File: src/rtl/lsu_avalon_host_pkg.sv
// Shared types for the load/store unit: FSM states, completion codes,
// RISC-V funct3 encodings and small decode helpers.
package lsu_avalon_host_pkg;

  typedef logic [31:0] word;

  typedef enum logic [1:0] {
    LSU_IDLE,
    LSU_ISSUE,
    LSU_WAIT_DATA,
    LSU_RESP
  } lsu_state_t;

  typedef enum logic [1:0] {
    ST_OK         = 2'b00,
    ST_MISALIGNED = 2'b01,
    ST_ILLEGAL    = 2'b10,
    ST_TIMEOUT    = 2'b11
  } lsu_status_t;

  localparam logic [2:0] F3_B  = 3'b000;
  localparam logic [2:0] F3_H  = 3'b001;
  localparam logic [2:0] F3_W  = 3'b010;
  localparam logic [2:0] F3_BU = 3'b100;
  localparam logic [2:0] F3_HU = 3'b101;

  // Legality of a request: illegal funct3 wins over misalignment.
  // Stores only have byte/half/word encodings, so 011 is rejected for both.
  function automatic lsu_status_t check_req(input logic       write,
                                            input logic [2:0] funct3,
                                            input logic [1:0] addr_lo);
    lsu_status_t s;
    s = ST_OK;
    if (write ? (funct3[2] || funct3 == 3'b011)
              : (funct3 == 3'b011 || funct3 == 3'b110 || funct3 == 3'b111)) begin
      s = ST_ILLEGAL;
    end else if ((funct3[1:0] == 2'b01 && addr_lo[0]) ||
                 (funct3[1:0] == 2'b10 && addr_lo != 2'b00)) begin
      s = ST_MISALIGNED;
    end
    return s;
  endfunction

  // Lane enables for an access that starts at lane 0.
  function automatic logic [3:0] byte_enable(input logic [2:0] funct3);
    logic [3:0] be;
    case (funct3[1:0])
      2'b00:   be = 4'b0001;
      2'b01:   be = 4'b0011;
      default: be = 4'b1111;
    endcase
    return be;
  endfunction

endpackage

File: src/rtl/lsu_avalon_host_if.sv
// Avalon-MM read/write bus between the load/store unit and the data agent.
interface AvalonMmRw;
  import lsu_avalon_host_pkg::*;

  word        address;
  logic       read;
  logic       write;
  logic [3:0] byteenable;
  word        host_to_agent;
  word        agent_to_host;
  logic       waitrequest;
  logic       readdatavalid;

  modport Host (
    output address, read, write, byteenable, host_to_agent,
    input  agent_to_host, waitrequest, readdatavalid
  );

  modport Agent (
    input  address, read, write, byteenable, host_to_agent,
    output agent_to_host, waitrequest, readdatavalid
  );

endinterface

File: src/rtl/lsu_avalon_host_load_extend.sv
// Sign/zero extension of lane-0-aligned load data according to funct3.
module load_extend
  import lsu_avalon_host_pkg::*;
(
  input  logic [2:0] i_funct3,
  input  word        i_word,
  output word        o_word
);

  // Pick the width from funct3 and extend into a full word.
  always_comb begin
    o_word = i_word;
    case (i_funct3)
      F3_B:    o_word = {{24{i_word[7]}}, i_word[7:0]};
      F3_BU:   o_word = {24'h0, i_word[7:0]};
      F3_H:    o_word = {{16{i_word[15]}}, i_word[15:0]};
      F3_HU:   o_word = {16'h0, i_word[15:0]};
      default: o_word = i_word;
    endcase
  end

endmodule

File: src/rtl/lsu_avalon_host.sv
// Load/store unit: one outstanding core request at a time, translated to an
// Avalon-MM host transaction, with legality checks and a load timeout.
module lsu_avalon_host
  import lsu_avalon_host_pkg::*;
#(
  parameter int unsigned TIMEOUT_CYCLES = 255
)(
  input  logic        clk,
  input  logic        rst,
  input  logic        req_valid,
  output logic        req_ready,
  input  logic        req_write,
  input  logic [2:0]  req_funct3,
  input  word         req_addr,
  input  word         req_wdata,
  output logic        resp_valid,
  output word         resp_rdata,
  output logic [1:0]  resp_status,
  AvalonMmRw.Host     bus
);

  localparam int unsigned CNT_W = (TIMEOUT_CYCLES == 0) ? 1 : $clog2(TIMEOUT_CYCLES + 1);

  lsu_state_t  r_state, w_next;
  logic        r_write;
  logic [2:0]  r_funct3;
  word         r_addr;
  word         r_wdata;
  logic [3:0]  r_be;
  word         r_rdata;
  lsu_status_t r_status;
  logic [CNT_W-1:0] r_cnt;

  logic        w_accept;
  lsu_status_t w_check;
  word         w_ext;
  logic        w_timeout;

  assign w_accept = req_valid && req_ready;
  assign w_check  = check_req(req_write, req_funct3, req_addr[1:0]);
  // Fires on the last of TIMEOUT_CYCLES cycles spent in WAIT_DATA.
  assign w_timeout = (TIMEOUT_CYCLES != 0) &&
                     ((32'(r_cnt) + 32'd1) == TIMEOUT_CYCLES);

  load_extend u_extend (
    .i_funct3 (r_funct3),
    .i_word   (bus.agent_to_host),
    .o_word   (w_ext)
  );

  // State register.
  always_ff @(posedge clk) begin
    if (rst) r_state <= LSU_IDLE;
    else     r_state <= w_next;
  end

  // Next-state decode.
  always_comb begin
    w_next = r_state;
    case (r_state)
      LSU_IDLE:
        if (w_accept) w_next = (w_check == ST_OK) ? LSU_ISSUE : LSU_RESP;
      LSU_ISSUE:
        if (!bus.waitrequest) w_next = r_write ? LSU_RESP : LSU_WAIT_DATA;
      LSU_WAIT_DATA:
        if (bus.readdatavalid || w_timeout) w_next = LSU_RESP;
      LSU_RESP:
        w_next = LSU_IDLE;
      default:
        w_next = LSU_IDLE;
    endcase
  end

  // Core and bus outputs, all derived from registered state.
  always_comb begin
    req_ready          = (r_state == LSU_IDLE) && !rst;
    resp_valid         = (r_state == LSU_RESP);
    resp_rdata         = r_rdata;
    resp_status        = r_status;
    bus.read           = (r_state == LSU_ISSUE) && !r_write;
    bus.write          = (r_state == LSU_ISSUE) && r_write;
    bus.byteenable     = (r_state == LSU_ISSUE) ? r_be : '0;
    bus.address        = r_addr;
    bus.host_to_agent  = r_wdata;
  end

  // Request latch, response data/status capture and timeout counter.
  always_ff @(posedge clk) begin
    if (rst) begin
      r_write  <= 1'b0;
      r_funct3 <= '0;
      r_addr   <= '0;
      r_wdata  <= '0;
      r_be     <= '0;
      r_rdata  <= '0;
      r_status <= ST_OK;
      r_cnt    <= '0;
    end else begin
      if (w_accept) begin
        r_write  <= req_write;
        r_funct3 <= req_funct3;
        r_addr   <= req_addr;
        r_wdata  <= req_wdata;
        r_be     <= byte_enable(req_funct3);
        r_rdata  <= '0;
        r_status <= w_check;
      end
      if (r_state == LSU_WAIT_DATA) begin
        if (bus.readdatavalid) begin
          r_rdata  <= w_ext;
          r_status <= ST_OK;
        end else if (w_timeout) begin
          r_status <= ST_TIMEOUT;
        end
      end
      if (r_state == LSU_ISSUE && !bus.waitrequest && !r_write) begin
        r_cnt <= '0;
      end else if (r_state == LSU_WAIT_DATA && r_cnt != '1) begin
        r_cnt <= r_cnt + 1'b1;
      end
    end
  end

endmodule

File: src/flat_wrapper.sv
// flat-port wrapper written by rule: the top's interface ports become plain ports
module lsu_avalon_host_flat import lsu_avalon_host_pkg::*;
#(
  parameter int unsigned TIMEOUT_CYCLES = 255
)
  (clk, rst, req_valid, req_ready, req_write, req_funct3, req_addr, req_wdata, resp_valid, resp_rdata, resp_status, bus_address, bus_read, bus_write, bus_byteenable, bus_host_to_agent, bus_agent_to_host, bus_waitrequest, bus_readdatavalid);
  AvalonMmRw bus_i ();
  input  logic clk;
  input  logic rst;
  input  logic req_valid;
  output logic req_ready;
  input  logic req_write;
  input  logic [2:0] req_funct3;
  input  word req_addr;
  input  word req_wdata;
  output logic resp_valid;
  output word resp_rdata;
  output logic [1:0] resp_status;
  output wire logic [$bits(bus_i.address)-1:0] bus_address;
  output wire logic [$bits(bus_i.read)-1:0] bus_read;
  output wire logic [$bits(bus_i.write)-1:0] bus_write;
  output wire logic [$bits(bus_i.byteenable)-1:0] bus_byteenable;
  output wire logic [$bits(bus_i.host_to_agent)-1:0] bus_host_to_agent;
  input wire logic [$bits(bus_i.agent_to_host)-1:0] bus_agent_to_host;
  input wire logic [$bits(bus_i.waitrequest)-1:0] bus_waitrequest;
  input wire logic [$bits(bus_i.readdatavalid)-1:0] bus_readdatavalid;
  assign bus_address = bus_i.address;
  assign bus_read = bus_i.read;
  assign bus_write = bus_i.write;
  assign bus_byteenable = bus_i.byteenable;
  assign bus_host_to_agent = bus_i.host_to_agent;
  assign bus_i.agent_to_host = bus_agent_to_host;
  assign bus_i.waitrequest = bus_waitrequest;
  assign bus_i.readdatavalid = bus_readdatavalid;
  lsu_avalon_host #(.TIMEOUT_CYCLES(TIMEOUT_CYCLES)) u_core (.clk(clk), .rst(rst), .req_valid(req_valid), .req_ready(req_ready), .req_write(req_write), .req_funct3(req_funct3), .req_addr(req_addr), .req_wdata(req_wdata), .resp_valid(resp_valid), .resp_rdata(resp_rdata), .resp_status(resp_status), .bus(bus_i));
endmodule
File: config.mk
export PLATFORM = sky130hd
export DESIGN_NAME = lsu_avalon_host_flat
export DESIGN_NICKNAME = d
export VERILOG_FILES = /design/src/rtl/lsu_avalon_host_pkg.sv /design/src/rtl/lsu_avalon_host_if.sv /design/src/rtl/lsu_avalon_host_load_extend.sv /design/src/rtl/lsu_avalon_host.sv /design/src/flat_wrapper.sv
export SDC_FILE = /design/constraint.sdc
export NUM_CORES = 1
export LEC_CHECK = 0
export CAP_MARGIN = 10
export CORE_ASPECT_RATIO = 0.8
export CORE_MARGIN = 5
export CORE_UTILIZATION = 51
export CTS_BUF_LIST = sky130_fd_sc_hd__clkbuf_16
export DETAILED_ROUTE_END_ITERATION = 16
export DONT_BUFFER_PORTS = 1
export PLACE_DENSITY = 0.66
export SYNTH_ARGS = -nofsm -noshare
export SYNTH_HDL_FRONTEND = slang
export SYNTH_SLANG_ARGS = --single-unit
File: constraint.sdc
create_clock -name clk -period 3.13 [get_ports clk]
set_input_delay 0.313 -clock clk [delete_from_list [all_inputs] [get_ports clk]]
set_output_delay 0.313 -clock clk [all_outputs]
set_load 0.005 [all_outputs]
Yosys cells after proc, flatten, opt, wreduce, memory -nomap -nowiden:

Cells that the tools add are included.
W data, S select, Z words.

* bits in registers: 116

* equal/unequal tests: 16
* $add $sub $neg: 2
* muxes and demuxes: 19
* reduce and logical (&&, ||, !) cells: 24

Operator list (count)
* $pmux W32 S4: 1
* $mux W32: 3
* $eq A32 B8 Y1 const B: 1
* $mux W2: 9
* $eq A3 B3 Y1 const B: 4
* $add A8 B1 Y9 const B: 1
* $logic_and A1 B1 Y1: 9
* $add A8 B1 Y8 const B: 1
* $ne A8 B8 Y1 const B: 1
* $pmux W2 S4: 1
* $pmux W4 S2: 1
* $eq A2 B2 Y1 const B: 3
* $logic_not A2 Y1: 3
* $logic_or A1 B1 Y1: 5
* $eq A2 B1 Y1 const B: 2
* $mux W4: 1
* $ne A2 B1 Y1 const B: 2
* $eq A3 B1 Y1 const B: 1
* $eq A3 B2 Y1 const B: 1
* $logic_not A1 Y1: 3
* $logic_not A3 Y1: 1
* $mux W1: 3
* $reduce_and A3 Y1: 1
* $ne A2 B2 Y1 const B: 1
* 2 further kinds: 2

Longest topological paths before layout:

Gate-level depths: netlist of run 1.

* depth in word-level cells: 9
* depth in mapped cells: 8
* gate-level depth less buffers: 7

Hierarchy:

A second synthesis of run 1 with hierarchy kept.

* cells, all modules: 624
* area total of the unflattened synthesis: 4868.4 um^2

By module, submodules not included
* lsu_avalon_host: times used 1, area each 4513.1 um^2, cells each 557
* load_extend: times used 1, area each 355.3 um^2, cells each 67

Least setup slack after synthesis of run 1:

OpenSTA, ideal clock, no wires.

* path type: register -> register
* start: reg u_core.r_cnt[0]
* end: reg u_core.r_cnt[3]
* cell stages (with the launch flop): 7
* setup slack: 1580 ps
* data required time: 3010 ps
* library setup time: 120 ps
* arrival: 1430 ps
* buffers on the path: 0
* cells stage by stage: dfxtp_1 > ha_1 > and3_1 > a21boi_1 > and2b_1 > xnor2_1 > nor2_1

* word-level cells in the longest chain between the ends: 2
* elaborated cells between the ends (all ways): 3
* those cells by class: 1 x add/sub; 1 x eq/ne; 1 x reduce/logical

RTL lines
* from (decl): line lsu_avalon_host.sv:32 `logic [CNT_W-1:0] r_cnt;`
* from (signal assigned): line lsu_avalon_host.sv:119 `r_cnt <= r_cnt + 1'b1;`
* branches (longest 2 deep; another with $add A8 B1 Y8)

Several ways; the timed one is not identified.
A chain may end at the register's enable or synchronous reset.

Worst setup path after layout of run 1:

* start: reg u_core.r_state[0]
* end: reg u_core.r_status[0] (netlist: u_core.resp_status[0])

* word-level cells in the longest chain between the ends: 7
* elaborated cells between the ends (all ways): 8
* those cells by class: 1 x eq/ne; 4 x mux; 3 x reduce/logical

RTL lines
* from (decl): line lsu_avalon_host.sv:24 `lsu_state_t r_state, w_next;`
* from (signal assigned): line lsu_avalon_host.sv:54 `else r_state <= w_next;`
* $logic_not A2 Y1: line lsu_avalon_host.sv:76 `req_ready = (r_state == LSU_IDLE) && !rst;`
* $logic_and A1 B1 Y1: line lsu_avalon_host.sv:76
* $logic_and A1 B1 Y1: line lsu_avalon_host.sv:39 `assign w_accept = req_valid && req_ready;`
* $mux W2: line lsu_avalon_host.sv:99 `if (w_accept) begin`
* $mux W2: line lsu_avalon_host.sv:112 `end else if (w_timeout) begin`
* $mux W2: line lsu_avalon_host.sv:109 `if (bus.readdatavalid) begin`
* $mux W2 *: line lsu_avalon_host.sv:108 `if (r_state == LSU_WAIT_DATA) begin`
* to (signal assigned): line lsu_avalon_host.sv:106 `r_status <= w_check;`
* to (decl): line lsu_avalon_host.sv:31 `lsu_status_t r_status;`

Mark *: on every way between the ends. The rest lies on a longest branch, timed or not.

==> summary by stage, run 1 <==
Floorplanning
The area of the die is 11000 um2. The die is 94.6 um tall. Measured along the x axis, the die boundary spans 116 um. For this configuration, the core starts out at a cell density of 0.531. The placement row count is 30. The core region is 8600 um2. During I/O placement, the number of pins put on the boundary was 211.

Timing
Static timing analysis puts the maximum clock frequency at 489 MHz. In the final timing run, aggregate negative setup slack is 0 ns. Setup repair after global routing left no endpoint under its margin. The actual transition at the worst max-transition pin is 0.897 ns. The number of hold-slack violations in the final timing report came to 0. Setup violations remaining at the end of the flow were counted as 0.

The max-slew violation count is 0. Dividing the final minimum period by the clock period gives 0.653. The remaining max-slew budget at the tightest pin is 0.401. The worst clock skew on the final layout is 0.00865 ns. The worst hold slack after final layout is 0.0181 ns. Subtracting the final worst setup slack from the clock period gives 2.04 ns.

Pwr
Dividing total power by cell area gives a power density of 803 nW/um2. The peak ir drop on the vdd network is 0.594 mV. The leakage component of the power is 0.00230 uW.

Flow run
Max-cap violations in this run came to 0.

Yosys
dfxtp_1 takes more of the synthesized area than any other cell. The number of different library cells in the post-synthesis netlist is 40. In this run the cell area of the synthesized design comes to 4560 um2. The part of the Yosys area used for sequential elements is 0.504. The post-synthesis register bit count is 115. By area the synthesized netlist is led by dfxtp_1 (50%), nand2_1 (14%), nand3b_1 (11%). For this run, the number of Yosys warnings is 0. The share of synthesized area in the top cell type comes to 0.504. When the netlist entered floorplanning its net count stood at 648. A synthesized cell averages 8.52 um2. The instance count of the mapped netlist is 536.

Clock network
The tree is rooted in a clkbuf_16. The hold buffer count at cts is 17. No sink is reached through more buffers than the 2 on the longest clock path. At the later pin of the worst-skew pair, clock insertion delay measures 0.40 ns. Post-CTS timing repair inserted 0 buffers for setup. Gates resized during post-CTS repair numbered 0. The H-tree level count is 4. The TritonCTS clock tree is done. The clock sink count is 115. The clock transition at the registers of the reported paths is 0.05 ns.

In this run, CTS created clock tree buffers numbering 17.

Global routing
The number of global-route vias before repair is 3669. The initial antenna violation count is 0. The first-pass GRT wire length is 18.7 mm. The largest net degree at the start of global routing is 78. Across every metal layer, demand over resource in global routing totals 0.218. Summed over all layers, the global routing overflow is 0.

Drt
The highest layer touched by signal routing is met4. For this block, the routed nets add up to 12.2 mm of wire. Dividing the detail-routed wire length by the instance count gives 18.4 um.

The detailed router put a total of 4.69 mm of wire on met1. The routed length on met2 is 5.95 mm. In this run the remaining antenna-violating nets after routing total 0.

Wire segments on met3 add up to 1.39 mm in the final route. Using the TritonRoute via totals, the vias-per-cell ratio works out to 5.51. In this run, the number of DRC markers left after iteration 0 of detailed routing was 276. Across all layers, the routed design uses 3660 vias. The post-route DRC violation count is 0.

The total iterations of the first detailed-routing run is 4.

Worst hold path
The classification of the worst-slack hold path is in -> reg. The worst hold path terminates at u_core.bus.address[13]. The beginning of the worst hold path is req_addr[13].

The cell depth of the worst min-delay path is 2.

Setup path
The worst setup slack for register-to-register paths is 1.09 ns. The critical path launch point type is a flop. The number of cells traversed by the worst register-to-register path is 8. For the worst setup path, the data arrival time is 2.32 ns. In this run the critical register-to-register path is launched from u_core.r_state[0].

The classification of the worst setup path is reg -> reg. The endpoint class of the critical path is a flop. The biggest fanout along the worst timing path is 24. The required time at the worst-slack endpoint is 3.41 ns. The worst register-to-register path ends at u_core.resp_status[0].

Placed design
The placed wire-length estimate is 8.35 mm. Buffers placed on the I/O ports in this run total 0. The congestion estimate from routability-driven global placement came to 0.812.

Cells and area
The number of fill cells is 774. The repair_antennas step left the layout with diodes totalling 0. The final net count is 654. The layout overhead on the synthesized area is 14.9%. Of the cells placed in the final design, the portion with a size suffix greater than 1 is 0.0652. The final core area utilization is 0.610.

Status
The flow ran to the end, and the final reports show no timing, DRC or antenna violations.
stage by stage:
| step | cells | instance area (um2) | total power [uW] | worst slack [ns] |
|---|---|---|---|---|
| after global routing | 664 | 5250 | 4450 | 0.839 |
| after detailed placement | 617 | 4590 | 2640 | 1.09 |
| after CTS | 663 | 5240 | 4250 | 1.07 |
| after floorplan | 536 | 4560 | 2460 | 1.58 |
| after global placement | 617 | 4590 | 2600 | 1.18 |
| final | 664 | 5250 | 4210 | 1.09 |
registers in the layout, summed over array words and instances (netlist names):
signal / cells
u_core.resp_rdata: 32
u_core.r_funct3: 3
u_core.r_write: 1
u_core.bus.host_to_agent: 32
u_core.r_cnt: 8
u_core.resp_status: 2
u_core.r_state: 2
u_core.r_be: 3
u_core.bus.address: 32
Yosys cell counts:
master / instances
buf_2: 13
a2111oi_0: 1
a311oi_1: 1
nor2_2: 1
and4b_1: 1
nor2_1: 15
a21o_1: 1
xnor2_1: 4
nor2b_1: 3
or2_1: 1
nand2b_1: 1
or4b_1: 1
nand2b_4: 1
a211oi_1: 4
and4_1: 1
nand3_1: 4
o21ai_0: 13
nand2_1: 167
o31ai_1: 1
a311o_1: 1
a22oi_1: 1
buf_4: 3
and2b_1: 1
and3_1: 2
mux2i_1: 1
clkbuf_1: 21
nor2_4: 2
a21oi_1: 41
a31o_2: 1
a22o_1: 16
dfxtp_1: 115
xor2_1: 5
o21bai_1: 1
nor3_1: 6
a21boi_1: 1
inv_1: 6
nand3b_1: 66
and2_1: 4
ha_1: 7
o22ai_1: 1
power breakdown:
group / switching, uW / internal [uW] / leakage, uW
Combinational: 363 / 246 / 0.00111
Sequential: 266 / 1760 / 0.000941
Clock: 613 / 967 / 0.000250
cell type report:
| type | instances | area [um2] | area share |
|---|---|---|---|
| Clock inverter | 12 | 55.1 | 0.0105 |
| Inverter | 6 | 22.5 | 0.00429 |
| Clock buffer | 17 | 425 | 0.0811 |
| Tap cell | 112 | 140 | 0.0267 |
| Multi-Input combinational cell | 378 | 2080 | 0.396 |
| Sequential cell | 115 | 2300 | 0.439 |
| Timing Repair Buffer | 24 | 225 | 0.0429 |
worst max-delay path, cell delays in order, from the launching register on:
cell and delay [ns]:
dfxtp_1 0.35, inv_1 0.15, ha_1 0.18, inv_1 0.09
nor2_4 0.45, buf_4 0.36, o31ai_1 0.11, a21oi_1 0.14
o22ai_1 0.09
layout by cell type (no fill, tap or decap), drive strengths merged, types with 2 or more instances in the layout:
cell	n
clkbuf	17
clkinv	8
inv	9
and3	2
a21oi	41
nor3	6
buf	6
nand2b	2
dfxtp	115
dlygate4sd3	18
o21ai	13
ha	7
nand2	167
a211oi	4
nand3b	66
nor2b	3
nand3	4
xnor2	4
and2	4
xor2	5
nor2	18
a22o	16
metal layers:
metal | vias to the layer above | GRT usage
met2 | 147 | 0.346
met4 | 0 | 0.0850
met3 | 18 | 0.117
li1 | 1799 | -
met1 | 1696 | 0.248
met5 | - | 0
how the worst max path moves through the flow:
| stage | start | end | slack (ns) | cells after the start |
|---|---|---|---|---|
| after floorplan | u_core.r_cnt[0] | u_core.r_cnt[3] | 1.58 | 6 |
| after global placement | u_core.r_state[0] | u_core.resp_status[0] | 1.18 | 8 |
| after detailed placement | u_core.r_state[0] | u_core.resp_status[0] | 1.09 | 8 |
| after CTS | u_core.r_state[1] | u_core.resp_status[0] | 1.07 | 8 |
| after global routing | u_core.r_state[1] | u_core.resp_status[0] | 0.84 | 8 |
| final | u_core.r_state[0] | u_core.resp_status[0] | 1.09 | 8 |
cell families (layout without fill, tap and decap cells):
logic type                 count (synthesis)  in the layout  share of synthesized area
and+or+nand+nor                          277            277                      0.302
DFF                                      115            115                      0.504
AOI/OAI and AO/OA                         84             84                      0.114
buffers and inverters                     43             59                     0.0414
xor gates and xnor gates                   9              9                     0.0173
adders and majority gates                  7              7                     0.0192
muxes                                      1              1                    0.00219
Power figures use the tool's default switching activity.
==> run 2, diff against run 1 <==
==> constraint.sdc (replaced) <==
create_clock -name clk -period 2.1 [get_ports clk]
set_input_delay 0.21 -clock clk [delete_from_list [all_inputs] [get_ports clk]]
set_output_delay 0.21 -clock clk [all_outputs]
set_load 0.005 [all_outputs]
==> run 2 against run 1 <==
Net effect: clock power is 77% higher; combinational power up 78%; register-to-register slack got worse by 0.89 ns; largest cell class unchanged; highest routed layer unchanged; utilization rose by 10 points; largest power group unchanged; count of clock-buffer cells in the layout stayed put.
==> summary by stage, run 2 (same netlist as run 1, synthesis figures left out) <==
Cells and area
The number of fill cells is 627. The total area of sequential cells is 2300 um2. Summing all multi-input logic gate instances after layout gives 2080 um2. The final net count is 732. From synthesis to final layout, the design area changed by 34.6%. Leaving out fill and tap cells, the most frequent cell in the layout is nand2_1. The fraction of layout instances using a drive strength above 1 is 0.0695. The top cell types in the final layout, fill and taps aside, are nand2_1 (167), dfxtp_1 (115), dlygate4sd3_1 (93).

Drt
In this run, the number of DRC markers left after iteration 0 of detailed routing was 306. The via count of the routed design is 4047. The average wire per cell in the routed design is 17.5 um. Once detail routing completed, the nets flagged for antenna violations numbered 0. The post-route DRC violation count is 0. The first detailed-routing pass took 5 iterations. The via density per instance is 5.42.

The detailed-route wire length is 13.1 mm.

Status
The flow ran to the end, and the final reports show no timing, DRC or antenna violations.

Floorplanning
The die extent in y is 94.6 um. The die covers 11000 um2. For this configuration, the core starts out at a cell density of 0.531. In this run the core area contains 30 standard-cell rows. The core region is 8600 um2.

Measured along the x axis, the die boundary spans 116 um. 211 I/O pins were placed.

Clock network
The H-tree was split into 4 levels. The post-CTS setup-driven buffer insertion count is 0. The buffer type at the clock tree root is clkbuf_16. The hold buffer count at cts is 94.

The number of gates resized after CTS was 0. At the later pin of the worst-skew pair, clock insertion delay measures 0.40 ns. CTS saw 115 sinks. Clock-pin slew was measured on the worst setup and hold paths at 0.05 ns. The clock passes through at most 2 buffers. TritonCTS built the clock tree. The number of clock buffers inserted by TritonCTS is 17.

Placed design
The number of buffer cells added on primary ports is 0. The pre-CTS setup slack is 0.231 ns. Once detailed placement completed, the half-perimeter wirelength came to 8.13 mm. Routability-driven placement finished with a final weighted congestion of 0.833.

Global routing
Entering global routing, the biggest net connects 71 pins. The number of global-route vias before repair is 4056. The total track usage is 0.232. The first global-routing pass estimated 20.0 mm of wire. Summed over all layers, the global routing overflow is 0. The initial antenna violation count is 0.

Timing
In the post-route analysis, the smallest setup slack over all paths is 0.202 ns. Setup total negative slack on the finished layout was measured at 0 ns. Setup violations remaining at the end of the flow were counted as 0. For the finished layout, the period the worst path requires is 1.90 ns. In the finished design, the share of the clock period the worst path needs comes to 0.904. The number of hold-slack violations in the final timing report came to 0.

The worst pin sits at a relative slew slack of 0.568. Setup repair after global routing left no endpoint under its margin. The clock arrives with 0.00752 ns of skew.

The actual transition at the worst max-transition pin is 0.647 ns. Based on the critical path, the design can be clocked at up to 527 MHz. The max-slew violation count is 0.

Pwr
The leakage component of the power is 0.00268 uW. Power spread over the standard cell area amounts to 1120 nW/um2. Across the VDD grid, the largest voltage drop is 0.829 mV.

Power comes to 6870 uW.

Setup path
The critical path in this run is classified as reg -> reg. The biggest fanout along the worst timing path is 16. The data arrival time of the critical path is 2.24 ns. Together, buffers and inverters on the worst path number 1.

Grouping stages by cell kind, the critical path spends the most delay in simple AND/OR/NAND/NOR gates. The signal on the critical path passes through inv_1, ha_1, nand2_1, nand2b_1, nor2_2, a22o_1. The required time at the worst-slack endpoint is 2.44 ns.

STA classifies the critical path endpoint as a flop. The worst setup path is launched from a flop. On the worst path, the slowest cell contributes a delay of 0.53 ns. The slowest cell on the critical path is nor2_2.

Worst hold path
The classification of the worst-slack hold path is in -> reg.

Flow run
Max-cap violations in this run came to 0.
-- run 2: worst paths after layout --
check / slack, ns / cells after the start / to / startpoint
setup reg to reg: 0.20 / 6 / u_core.resp_rdata[8] / u_core.r_state[0]
hold / removal: 0.02 / 2 / u_core.resp_status[0] / req_addr[0]
setup / recovery: 0.20 / 6 / u_core.resp_rdata[8] / u_core.r_state[0]
hold reg to reg: 0.46 / 2 / u_core.r_be[2] / u_core.r_be[2]
-- run 2: area by class of cell --
type / count / share of cell area
clock buffer: 17 / 0.0693
multi-input combinational: 378 / 0.338
inverter: 6 / 0.00367
sequential: 115 / 0.375
timing repair buffer: 102 / 0.167
tap: 112 / 0.0228
clock inverter: 15 / 0.0244
antenna: 1 / 0.000407
-- run 2: power by group --
| group | switching, uW | internal (uW) | leakage (uW) |
|---|---|---|---|
| clock network | 960 | 1830 | 0.000293 |
| registers | 389 | 2620 | 0.000941 |
| logic | 599 | 476 | 0.00144 |
| total | 1950 | 4920 | 0.00268 |
-- run 2: per-stage QoR --
stage | cell area (um2) | hold slack, ns | instances | utilization
final | 6140 | 0.0248 | 746 | 0.715
after global routing | 6140 | 0.0553 | 745 | 0.714
after CTS | 6140 | 0.00643 | 745 | 0.714
after global placement | 4610 | 0.294 | 619 | 0.537
after detailed placement | 4610 | 0.295 | 619 | 0.537
after floorplan | 4560 | 0.309 | 536 | -
-- run 2: routing by layer --
| layer | GRT usage | share of wire |
|---|---|---|
| met2 | 0.375 | 0.48 |
| met4 | 0.108 | 0.031 |
| met5 | 0 | 0 |
| met3 | 0.104 | 0.098 |
| met1 | 0.263 | 0.39 |
==> run 3, diff against run 2 <==
--- a/config.mk
+++ b/config.mk
@@ -13,6 +13,7 @@
 export DETAILED_ROUTE_END_ITERATION = 16
 export DONT_BUFFER_PORTS = 1
 export PLACE_DENSITY = 0.66
+export REMOVE_ABC_BUFFERS = 1
 export SYNTH_ARGS = -nofsm -noshare
 export SYNTH_HDL_FRONTEND = slang
 export SYNTH_SLANG_ARGS = --single-unit
==> run 3 against run 2 <==
Net effect: first-iteration DRC count decreased by 14%; die area did not move; highest routed layer unchanged; cell count did not move; sequential power about the same; power down 5.5%; combinational power hardly changed; hold slack better by 0.022 ns; count of clock-buffer cells in the layout stayed put; critical path depth unchanged.
==> summary by stage, run 3 (same netlist as run 1, synthesis figures left out) <==
Drt
In this run, the number of DRC markers left after iteration 0 of detailed routing was 264. The average wire per cell in the routed design is 18.1 um. For this block, the routed nets add up to 13.5 mm of wire.

The total iterations of the first detailed-routing run is 5. After detailed routing, the number of remaining DRC violations is 0. Dividing the detail-routed via count by the number of cells gives 5.55. The via count of the routed design is 4144. The final antenna-violating net count is 0.

Floorplanning
The boundary pin count is 211. The area of the core is 8600 um2. The placement row count is 30.

The initial utilization of the core area, before any placement, comes to 0.531. The area of the die is 11000 um2. The floorplan die width is 116 um.

Measured along the y axis, the die boundary spans 94.6 um.

Timing
Between clock sinks in the finished design, the worst skew comes to 0.00718 ns. The actual transition at the worst max-transition pin is 0.687 ns. The post-route fraction of the period consumed by the critical path is 0.916. Setup slack closes at 0.177 ns. Across all hold checks on the routed design, the worst slack comes to 0.0468 ns.

The achievable clock frequency is 520 MHz. The final critical delay including setup and external delays is 1.92 ns. The max-slew violation count is 0. The number of hold-slack violations in the final timing report was 0. Setup repair after global routing left no endpoint under its margin. Setup violations remaining at the end of the flow were counted as 0. The total negative slack for setup checks is 0 ns. In this run the tightest slew margin relative to its limit is 0.541.

Global routing
The initial antenna violation count came to 0. The overflow left after global routing is 0. Entering global routing, the biggest net connects 69 pins. The number of global-route vias before repair came to 4215.

The first global-routing pass estimated 21.3 mm of wire. For this run, the total global-route usage over all layers was measured as 0.249.

Placed design
Detailed placement ended at an HPWL of 8.05 mm. Port buffering added 0 buffers. The pre-CTS setup slack is 0.211 ns.

The placer's final routability congestion estimate is 0.806.

Worst hold path
The end point of the most critical hold path is u_core.resp_status[0]. The path class of the tightest hold or removal check is in -> reg. The beginning of the worst hold path is req_addr[0]. The worst hold path passes through 2 cells.

Setup path
The classification of the worst setup path is reg -> reg. Traced cell by cell, the critical path runs through inv_1, ha_1, nand2_1, nand2b_1, nor2_2, a22o_1. For flop-to-flop paths, the worst setup slack is 0.18 ns. The worst setup path is launched from a flop. Counting cells, the worst reg-to-reg path comes to 6. The endpoint class of the critical path is a flop. The slowest cell on the critical path is nor2_2. The required time at the worst-slack endpoint is 2.45 ns. The beginning of the worst register-to-register path is u_core.r_state[0]. The endpoint of the lowest-slack register-to-register path is u_core.resp_rdata[11]. The data arrival time of the critical path is 2.27 ns.

The delay of the slowest cell on the worst path is 0.55 ns. In this run the worst path has a maximum fanout of 16.

Clock network
The root buffer cell chosen for the clock tree is clkbuf_16. The hold buffer count at cts is 95. The clock transition at the registers of the reported paths is 0.05 ns.

The number of clock buffers inserted by TritonCTS is 17. The post-CTS setup-driven buffer insertion count is 0. The clock tree synthesis step divided the H-tree into 4 levels. The number of cells upsized or downsized after cts is 0. The clock passes through at most 2 buffers. The TritonCTS clock tree is done. Clock latency on the worst-skew pair, taken at its later pin, is 0.40 ns.

Counting every sink on the clock net gives 115.

Cells and area
For this run, the post-layout net count is 734. Leaving out fill and tap cells, the most frequent cell in the layout is nand2_1. Of the cells placed in the final design, the portion with a size suffix greater than 1 is 0.0615. The number of antenna cells inserted is 0. In the layout the commonest cells are nand2_1 (167), dfxtp_1 (115), dlygate4sd3_1 (94). The layout overhead on the synthesized area is 32.9%.

Pwr
The worst-case IR drop observed on VDD is 0.764 mV. The power density normalized to cell area is 1070 nW/um2. The leakage component of the power is 0.00266 uW.

Status
The run finished with clean final reports.

Flow run
Max-cap violations in this run came to 0.
## run 3: cell types whose count changed in the layout (fill, tap and decap cells not counted), sizes merged
cell | previous run | this run
dlygate4sd3 | 93 | 94
buf | 9 | 10
inv | 9 | 12
clkinvlp | 2 | 1
bufinv | 3 | 0
diode | 1 | 0
## run 3: critical path: cells and delay by family, from the launching register on
family	cells	cell delay [ns]
fa+ha+maj	1	0.28
compound gates	1	0.25
simple gates	3	0.81
flops	1	0.39
buf+inv	1	0.12
## run 3: stage by stage
| stage | instances | instance area [um2] | util | power, uW |
|---|---|---|---|---|
| after floorplan | 499 | 4400 | - | 3600 |
| after global placement | 620 | 4620 | 0.538 | 3890 |
| after detailed placement | 620 | 4620 | 0.538 | 3950 |
| after CTS | 746 | 6070 | 0.706 | 6500 |
| after global routing | 746 | 6070 | 0.706 | 6830 |
| final | 746 | 6070 | 0.706 | 6490 |
## run 3: metal layers
layer	track usage	vias up	part of all wire
met5	0	-	0
met4	0.0879	0	0.025
met3	0.122	32	0.12
met2	0.414	212	0.49
met1	0.278	1934	0.37
li1	-	1966	-
## run 3: how the worst max path moves through the flow
| stage | from | to | slack (ns) | cells after the start |
|---|---|---|---|---|
| 6_report | u_core.r_state[0] | u_core.resp_rdata[11] | 0.18 | 6 |
| 5_1_grt | u_core.r_state[0] | u_core.resp_rdata[15] | 0.02 | 6 |
| 4_1_cts | u_core.r_state[0] | u_core.resp_rdata[11] | 0.20 | 6 |
| 3_5_place_dp | u_core.r_state[0] | u_core.resp_rdata[8] | 0.21 | 6 |
| 3_3_place_gp | u_core.r_state[0] | u_core.resp_rdata[12] | 0.34 | 6 |
| 2_1_floorplan | u_core.r_state[0] | u_core.resp_status[1] | -0.38 | 7 |
## run 3: where the power goes
part | leakage, uW | internal [uW] | switching, uW
combinational | 0.00146 | 483 | 614
clock | 0.000262 | 1440 | 948
sequential | 0.000941 | 2620 | 387
## run 3: area by class of cell
cell class / count / area [um2]
fillers: 618 / 2530
flip-flops and latches: 115 / 2300
multi-input cells: 378 / 2080
repair buffers: 104 / 1040
clock buffers: 17 / 425
well taps: 112 / 140
clock inverters: 14 / 61.3
inverters: 6 / 22.5
